## src/rtl/alu_sched_pkg.sv

```systemverilog
`default_nettype none
// alu_sched_pkg -- opcodes, FSM state type and latency/legality helpers for alu_sched.
// Rev 1.0
package alu_sched_pkg;

   localparam logic [5:0] OP_ADD = 6'b000000;
   localparam logic [5:0] OP_SUB = 6'b000001;
   localparam logic [5:0] OP_MUL = 6'b000010;
   localparam logic [5:0] OP_DIV = 6'b000011;
   localparam logic [5:0] OP_CMP = 6'b000100;
   localparam logic [5:0] OP_NOT = 6'b001000;
   localparam logic [5:0] OP_AND = 6'b001001;
   localparam logic [5:0] OP_OR  = 6'b001010;
   localparam logic [5:0] OP_XOR = 6'b001011;

   localparam int CNT_W = 8;

   typedef enum logic [1:0] {
      S_IDLE = 2'd0,
      S_EXEC = 2'd1,
      S_RESP = 2'd2
   } state_t;

   // A zero cycle count would underflow the down-counter, so it is clamped to 1.
   function automatic int unsigned op_latency(input logic [5:0] op,
                                              input int unsigned mul_cyc,
                                              input int unsigned div_cyc);
      int unsigned lat;
      case (op)
         OP_MUL:  lat = mul_cyc;
         OP_DIV:  lat = div_cyc;
         default: lat = 1;
      endcase
      if (lat == 0) lat = 1;
      return lat;
   endfunction

   function automatic logic op_legal(input logic [5:0] op);
      case (op)
         OP_ADD, OP_SUB, OP_MUL, OP_DIV, OP_CMP,
         OP_NOT, OP_AND, OP_OR, OP_XOR: return 1'b1;
         default:                       return 1'b0;
      endcase
   endfunction

endpackage
`default_nettype wire

```

## src/rtl/alu_sched_rr_arbiter.sv

```systemverilog
`default_nettype none
// rr_arbiter -- combinational round-robin pick: lowest requester at or after ptr, wrapping.
// Rev 1.0
module rr_arbiter #(
   parameter int N  = 2,
   parameter int IW = (N > 1) ? $clog2(N) : 1
) (
   input  logic [N-1:0]  req,
   input  logic [IW-1:0] ptr,
   input  logic          en,
   output logic [N-1:0]  grant,
   output logic [IW-1:0] idx
);

   logic [N-1:0] rot;
   logic         found;

   always_comb begin
      // rot[k] is the request k positions after ptr.
      rot   = N'({req, req} >> ptr);
      grant = '0;
      idx   = '0;
      found = 1'b0;
      for (int k = 0; k < N; k++) begin
         if (en && !found && rot[k]) begin
            found = 1'b1;
            idx   = IW'((int'(ptr) + k) % N);
         end
      end
      if (found) grant = N'(1) << idx;
   end

endmodule
`default_nettype wire

```

## src/rtl/alu_sched.sv

```systemverilog
`default_nettype none
// alu_sched -- round-robin sharing of one combinational 8-bit ALU among NREQ requesters.
// Rev 1.0
module alu_sched
   import alu_sched_pkg::*;
#(
   parameter int NREQ    = 2,
   parameter int MUL_CYC = 2,
   parameter int DIV_CYC = 4
) (
   input  logic              clk,
   input  logic              rst_n,
   input  logic [NREQ-1:0]   req_valid,
   output logic [NREQ-1:0]   req_ready,
   input  logic [NREQ*8-1:0] req_a,
   input  logic [NREQ*8-1:0] req_b,
   input  logic [NREQ*6-1:0] req_op,
   output logic [NREQ-1:0]   rsp_valid,
   input  logic [NREQ-1:0]   rsp_ready,
   output logic [7:0]        rsp_data,
   output logic              rsp_err,
   output logic [7:0]        alu_a,
   output logic [7:0]        alu_b,
   output logic [5:0]        alu_op,
   input  logic [7:0]        alu_result
);

   localparam int IW = $clog2(NREQ);

   state_t           state;
   logic [IW-1:0]    ptr;
   logic [IW-1:0]    owner;
   logic [IW-1:0]    win_idx;
   logic [CNT_W-1:0] cnt;
   logic             err;
   logic [NREQ-1:0]  grant;
   logic             arb_en;

   logic [7:0] a_arr  [NREQ];
   logic [7:0] b_arr  [NREQ];
   logic [5:0] op_arr [NREQ];

   generate
      for (genvar i = 0; i < NREQ; i++) begin : g_unpack
         assign a_arr[i]  = req_a[8*i +: 8];
         assign b_arr[i]  = req_b[8*i +: 8];
         assign op_arr[i] = req_op[6*i +: 6];
      end
   endgenerate

   // Grants are suppressed while reset is held so req_ready reads 0 immediately.
   assign arb_en = rst_n && (state == S_IDLE);

   rr_arbiter #(.N(NREQ), .IW(IW)) u_arb (
      .req   (req_valid),
      .ptr   (ptr),
      .en    (arb_en),
      .grant (grant),
      .idx   (win_idx)
   );

   assign req_ready = grant;

   always_ff @(posedge clk or negedge rst_n) begin
      if (!rst_n) begin
         state     <= S_IDLE;
         ptr       <= '0;
         owner     <= '0;
         cnt       <= '0;
         err       <= 1'b0;
         rsp_valid <= '0;
         rsp_data  <= '0;
         rsp_err   <= 1'b0;
         alu_a     <= '0;
         alu_b     <= '0;
         alu_op    <= '0;
      end else begin
         case (state)
            S_IDLE: begin
               if (|grant) begin
                  alu_a  <= a_arr[win_idx];
                  alu_b  <= b_arr[win_idx];
                  alu_op <= op_arr[win_idx];
                  owner  <= win_idx;
                  err    <= !op_legal(op_arr[win_idx]);
                  cnt    <= CNT_W'(op_latency(op_arr[win_idx], MUL_CYC, DIV_CYC) - 1);
                  ptr    <= (win_idx == IW'(NREQ - 1)) ? '0 : win_idx + IW'(1);
                  state  <= S_EXEC;
               end
            end
            S_EXEC: begin
               if (cnt == '0) begin
                  rsp_data  <= alu_result;
                  rsp_err   <= err;
                  rsp_valid <= NREQ'(1) << owner;
                  state     <= S_RESP;
               end else begin
                  cnt <= cnt - CNT_W'(1);
               end
            end
            S_RESP: begin
               if (rsp_ready[owner]) begin
                  rsp_valid <= '0;
                  rsp_err   <= 1'b0;
                  state     <= S_IDLE;
               end
            end
            default: state <= S_IDLE;
         endcase
      end
   end

endmodule
`default_nettype wire

```

## config.mk

```make
export PLATFORM = sky130hd
export DESIGN_NAME = alu_sched
export DESIGN_NICKNAME = d
export VERILOG_FILES = /design/src/rtl/alu_sched_pkg.sv /design/src/rtl/alu_sched_rr_arbiter.sv /design/src/rtl/alu_sched.sv
export SDC_FILE = /design/constraint.sdc
export NUM_CORES = 1
export LEC_CHECK = 0
export ABC_AREA = 1
export CORE_AREA = 2 2 81 83
export CTS_CLUSTER_SIZE = 30
export DETAILED_ROUTE_END_ITERATION = 7
export DIE_AREA = 0 0 83 85
export GPL_ROUTABILITY_DRIVEN = 1
export PLACE_DENSITY = 0.78
export SKIP_LAST_GASP = 1
export SYNTH_ARGS = -nofsm -noshare
export SYNTH_HDL_FRONTEND = slang
export SYNTH_SLANG_ARGS = --single-unit
export TNS_END_PERCENT = 30
```

## constraint.sdc

```tcl
create_clock -name clk -period 1.8 [get_ports clk]
set_input_delay 0.18 -clock clk [delete_from_list [all_inputs] [get_ports clk]]
set_output_delay 0.18 -clock clk [all_outputs]
set_load 0.05 [all_outputs]
```

* Word-level counts from Yosys, hierarchy flattened
Memories as Yosys holds them, arrays and structs flattened. Index checks and enable logic that the tools add are counted. W data, S select, Z words.
Storage, ports and cells: bits in registers 46, bits of input ports 58, ROM bits 16, output and inout bits 35, memories kept 1
Cells by class: add/subtract/negate cells 4, eq/ne operators 8, shift operators 3, reductions and logical operators 18, mux-type cells 38, $lt $le $gt $ge 2, bitwise gates (word level) 1
Memories:
- (no name shown) | depth 16, bits a word 1, read ports 1, clocked after Yosys merged registers in 0, write ports 0, RTL line alu_sched_pkg.sv:39 | case (op)
Operators with widths (count):
- $mux W8 | 11
- $mux W32 | 2
- $logic_not A32 Y1 | 1
- $mux W6 | 3
- $pmux W8 S2 | 1
- $sub A8 B1 Y8 const B | 2
- $eq A6 B2 Y1 const B | 2
- $mux W1 | 12
- $mux W2 | 5
- $reduce_and A3 Y1 | 3
- $logic_not A8 Y1 | 1
- $ne A2 B2 Y1 const B | 3
- $pmux W2 S3 | 1
- $pmux W3 S2 | 1
- $logic_and A1 B1 Y1 | 4
- $logic_not A2 Y1 | 2
- $pmux W2 S2 | 1
- $reduce_and A2 Y1 | 2
- $reduce_bool A2 Y1 | 2
- $shl A1 B1 Y2 const A | 2
- $shr A4 B1 Y2 | 1
- $add A1 B1 Y1 const B | 2
- $eq A2 B1 Y1 const B | 1
- $eq A2 B2 Y1 const B | 1
- other kinds (7) | 8

* Logic depth before layout (Yosys ltp)
depth in word-level cells 23, gate-level depth with buffers 15, gate-level depth less buffers 15

* Hierarchy
Synthesis repeated with hierarchy kept, for this count alone.
Unflattened totals: cell total of the unflattened synthesis 282, area total of the unflattened synthesis 2287.2 um^2
By module, submodules not included:
- alu_sched | area each 2260.9 um^2, cells an instance 276, instances 1
- rr_arbiter | area each 26.3 um^2, cells an instance 6, instances 1

* Least setup slack after synthesis
Ideal clock, no wire load.
kind flip-flop to flip-flop, start reg state[1], end reg cnt[4], arrival 1827 ps, setup time 80 ps, stages on the path, launching flop included 16, setup slack -107 ps, cells stage by stage dfrtp_1 > inv_2 > nand2_2 > nor2_8 > nand2_4 > nand2_2 > nand2_2 > nor2_2 > nand3_1 > nand2_2 > nand2_1 > nand2_2 > ha_1 > nand3_1 > a21oi_2 > xnor2_1
On the way: longest elaborated chain between the ends 23, elaborated cells between the ends (all ways) 34, classes of those cells add/sub (1); eq/ne (5); shift (1); mux (16); bitwise (1); reduce/logical (10)
RTL lines:
- start: declaration | RTL line alu_sched.sv:30 | state_t state;
- start signal: assignment | RTL line alu_sched.sv:66 | state <= S_IDLE;
- start signal: assignment | RTL line alu_sched.sv:88 | state <= S_EXEC;
- start signal: assignment | RTL line alu_sched.sv:96 | state <= S_RESP;
- $logic_not A2 Y1 | RTL line alu_sched.sv:52, alu_sched.sv:78
- $logic_and A1 B1 Y1 | RTL line alu_sched.sv:52 | assign arb_en = rst_n && (state == S_IDLE);
- $logic_and A1 B1 Y1 | RTL line alu_sched_rr_arbiter.sv:25 | if (en && !found && rot[k]) begin
- $mux W1 | RTL line alu_sched_rr_arbiter.sv:25
- $logic_not A1 Y1 | RTL line alu_sched_rr_arbiter.sv:25
- $logic_and A1 B1 Y1 (2 in series) | RTL line alu_sched_rr_arbiter.sv:25
- $mux W1 | RTL line alu_sched_rr_arbiter.sv:25
- $not A1 Y2 (implied by the code) | RTL line alu_sched.sv:86 | cnt <= CNT_W'(op_latency(op_arr[win_idx], MUL_CYC, DIV_CYC) - 1);
- [... 6 more ...]
- $mux W32 | RTL line alu_sched.sv:78 | case (state)
- $logic_not A32 Y1 | RTL line alu_sched_pkg.sv:34 | if (lat == 0) lat = 1;
- $mux W8 | RTL line alu_sched_pkg.sv:34
- $mux W8 | RTL line alu_sched.sv:80 | if (|grant) begin
- $mux W8 | RTL line alu_sched.sv:78
- $sub A8 B1 Y8 | RTL line alu_sched.sv:86
- $mux W8 | RTL line alu_sched.sv:80
- $pmux W8 S2 | RTL line alu_sched.sv:78
- end signal: assignment | RTL line alu_sched.sv:86
- end signal: assignment | RTL line alu_sched.sv:98 | cnt <= cnt - CNT_W'(1);
- end: declaration | RTL line alu_sched.sv:34 | logic [CNT_W-1:0] cnt;
Parallel ways exist; a longest one is shown, timed or not. The select of a mux whose other input is x is not followed. A chain may end at the register's enable or synchronous reset.

* Worst setup path after layout
Same ends and word-level chain as after synthesis.

==> flow_metrics.env <==
export IMPL_wl_um=6550
export IMPL_critPathLaunchType="flop"
export IMPL_vias=2372
export IMPL_routabilityCongestion=0.877
export IMPL_nNetsFinal=490
export IMPL_grt_pass1_wl_um=11100
export IMPL_wl_met1_um=2740
export IMPL_ir_drop_mv=0.900
export IMPL_syn_avg_cell_area_um2=7.74
export IMPL_ant_nets=0
export IMPL_grt_pass1_vias=2447
export IMPL_synth_fa_ha_area_frac=0.00536
export IMPL_drv_cap=0
export IMPL_cts_tree="done"
export IMPL_status="complete, but fails checks"
export IMPL_syn_area_um2=2340
export IMPL_grt_use_total=0.191
export IMPL_synth_top_cell_area_share=0.493
export IMPL_slew_viol_final=0
export IMPL_yosysSeqAreaShare=0.493
export IMPL_synth_mux_area_frac=0
export IMPL_antenna_found_initial=0
export IMPL_clkLatencyLatePin_ns=0.30
export IMPL_core_area_um2=6200
export IMPL_period_needed_ns=1.98
export IMPL_rsz0062_at_grt="yes"
export IMPL_gr_total_overflow=0
export IMPL_htreeDepth=2
export IMPL_crit_type="reg2reg"
export IMPL_clock_sinks=46
export IMPL_cp_max_fo=5
export IMPL_end_kind="flop"
export IMPL_critPathRequiredTime_ns=2.03
export IMPL_hold_viol=0
export IMPL_worst_slack_ns=-0.183
export IMPL_wl_per_cell_um=12.9
export IMPL_async_reset_ff_frac=1.00
export IMPL_pin_count=93
export IMPL_synth_top_family_by_area="simple AND/OR/NAND/NOR gates"
export IMPL_tns_ns=-1.25
export IMPL_rows=29
export IMPL_power_leakage_nw=1.82
export IMPL_setup_viol=17
export IMPL_ys_types=30
export IMPL_synth_seq_cells=46
export IMPL_fin_skew_ns=0.00667
export IMPL_synth_compound_area_share=0.0771
export IMPL_maxUsedRoutingLayer="met4"
export IMPL_relSlewSlack=0.642
export IMPL_post_synth_top_count_cell="nand2_1"
export IMPL_critPathSlowestCell="dfrtp_1"
export IMPL_violations="setup timing"
export IMPL_instances_no_fill=509
export IMPL_numCtsBuffers=5
export IMPL_portBuffers=92
export IMPL_wl_met3_um=263
export IMPL_ctsRootBufferMaster="clkbuf_8"
export IMPL_tightest_slew_ns=0.533
export IMPL_antenna_cells=0
export IMPL_start_util=0.376
export IMPL_crit_arrival_ns=2.21
export IMPL_synth_edf_count=0
export IMPL_synth_xor_xnor_area_share=0.0112
export IMPL_synthTopCellsByCount="nand2_1 (121), dfrtp_1 (46), nand3_1 (33)"
export IMPL_grt_max_degree=38
export IMPL_post_dp_hpwl_um=4890
export IMPL_drive_gt1_frac=0.194
export IMPL_path_cells="inv_2 > nand3_2 > nor2_4 > nand2_1 > nand2_2 > nor2_2 > nand3_1 > nand2_2 > buf_4 > nand2_4 > ha_4 > nand3_2 > a21oi_2 > xnor2_1"
export IMPL_dieArea_um2=7060
export IMPL_synth_area_leader_cell="dfrtp_1"
export IMPL_worstHoldPathType="in2async"
export IMPL_wl_met2_um=3350
export IMPL_ys_warn_count=0
export IMPL_p_per_area_nw_per_um2=1820
export IMPL_clk_path_buf_depth=2
export IMPL_die_w_um=83
export IMPL_critPathMaxStageDelay_ns=0.41
export IMPL_max_freq_mhz=504
export IMPL_die_h_um=85
export IMPL_drc=0
export IMPL_cts_clk_slew_worst_paths_ns=0.09
export IMPL_area_growth_pct=62.3
export IMPL_syn_nets=361
export IMPL_period_share=1.10
export IMPL_synth_area_leaders="dfrtp_1 (49%), nand2_1 (19%), nand3_1 (7.1%), inv_1 (3.4%), nor2_1 (2.4%)"
export IMPL_firstDrtPassIters=4
export IMPL_ys_dominant_reg_cell="dfrtp_1"
export IMPL_p_total_mw=6.89
export IMPL_post_drt_via_cell_ratio=4.66
export IMPL_synth_cells=302
export IMPL_dpl_cell_count=494
export IMPL_synth_simple_gate_area_share=0.356
export IMPL_dr_first_iter_drc_count=79
==> per-layer routing <==
layer	vias up	track usage
met2	69	0.343
li1	1214	-
met5	-	0
met4	0	0.0879
met1	1071	0.222
met3	18	0.0350
==> final cells by class <==
class,count,area [um2]
clock buffers,6,82.6
well taps,77,96.3
inverters,27,101
fillers,521,2410
multi-input cells,222,1120
flip-flops and latches,46,1150
repair buffers,129,1230
clock inverters,2,12.5
==> timing repair <==
item	4_1_cts	5_1_grt
buffers inserted	4	0
endpoints found under the setup margin	10	18
endpoints found under the hold margin	9	0
gates cloned	1	0
gates resized for setup	11	2
pin swaps	13	0
hold buffers	2	0
==> stage by stage <==
stage	util	setup slack, ns	hold WS, ns	cell area (um2)
floorplan	-	-0.0817	-0.116	2360
global placement	0.579	-0.353	0.152	3590
detailed placement	0.579	-0.452	0.156	3590
CTS	0.610	-0.158	0.374	3780
global route	0.611	-0.283	0.409	3790
finish	0.611	-0.183	0.386	3790
==> cells in the final DEF, fill, tap and decap left out, drive strengths merged, types with 2 or more instances in the layout <==
| master | n |
|---|---|
| nand2 | 131 |
| clkdlybuf4s50 | 89 |
| dfrtp | 46 |
| buf | 38 |
| nand3 | 33 |
| inv | 26 |
| nor2 | 23 |
| o21ai | 14 |
| a21oi | 9 |
| clkbuf | 6 |
| nand3b | 2 |
| xor2 | 2 |
| a31oi | 2 |
| dlygate4sd3 | 2 |
| clkinv | 2 |
==> report_power, final <==
group          internal [mW]  switching, mW  leakage, nW  total (mW)
logic                   1.66           2.73         1.22        4.39
clock network          0.309          0.357       0.0472       0.666
registers               1.54          0.291        0.557        1.83
total                   3.51           3.38         1.82        6.89
==> kinds of logic after synthesis <==
logic type / after synthesis
compound gates: 27
simple gates: 190
xor+xnor: 3
fa+ha+maj: 1
flops: 46
buf+inv: 35
==> final timing paths <==
kind / slack [ns] / depth (start not counted) / to / start
min in group clk: 0.42 / 3 / rsp_data[7] / alu_result[7]
worst min-delay path: 0.39 / 3 / state[0] / rst_n
worst max-delay path: -0.18 / 14 / cnt[4] / state[1]
max in group asynchronous: 0.92 / 3 / alu_op[0] / rst_n
worst max register to register: -0.18 / 14 / cnt[4] / state[1]
worst min register to register: 0.48 / 2 / rsp_data[1] / rsp_data[1]
==> flip-flops by register name (all words and copies together), names as in the netlist <==
name,cells
cnt,8
rsp_err,1
rsp_valid,2
err,1
owner,1
alu_b,8
alu_a,8
alu_op,6
rsp_data,8
state,2
ptr,1
==> worst max-delay path, delay by kind of cell, from the launching register on <==
family | cells | cell delay [ns]
AOI/OAI and AO/OA | 1 | 0.13
buffers and inverters | 2 | 0.25
adders and majority gates | 1 | 0.14
xor gates and xnor gates | 1 | 0.12
and+or+nand+nor | 9 | 0.86
DFF | 1 | 0.41
(Power assumes the default switching activity.)
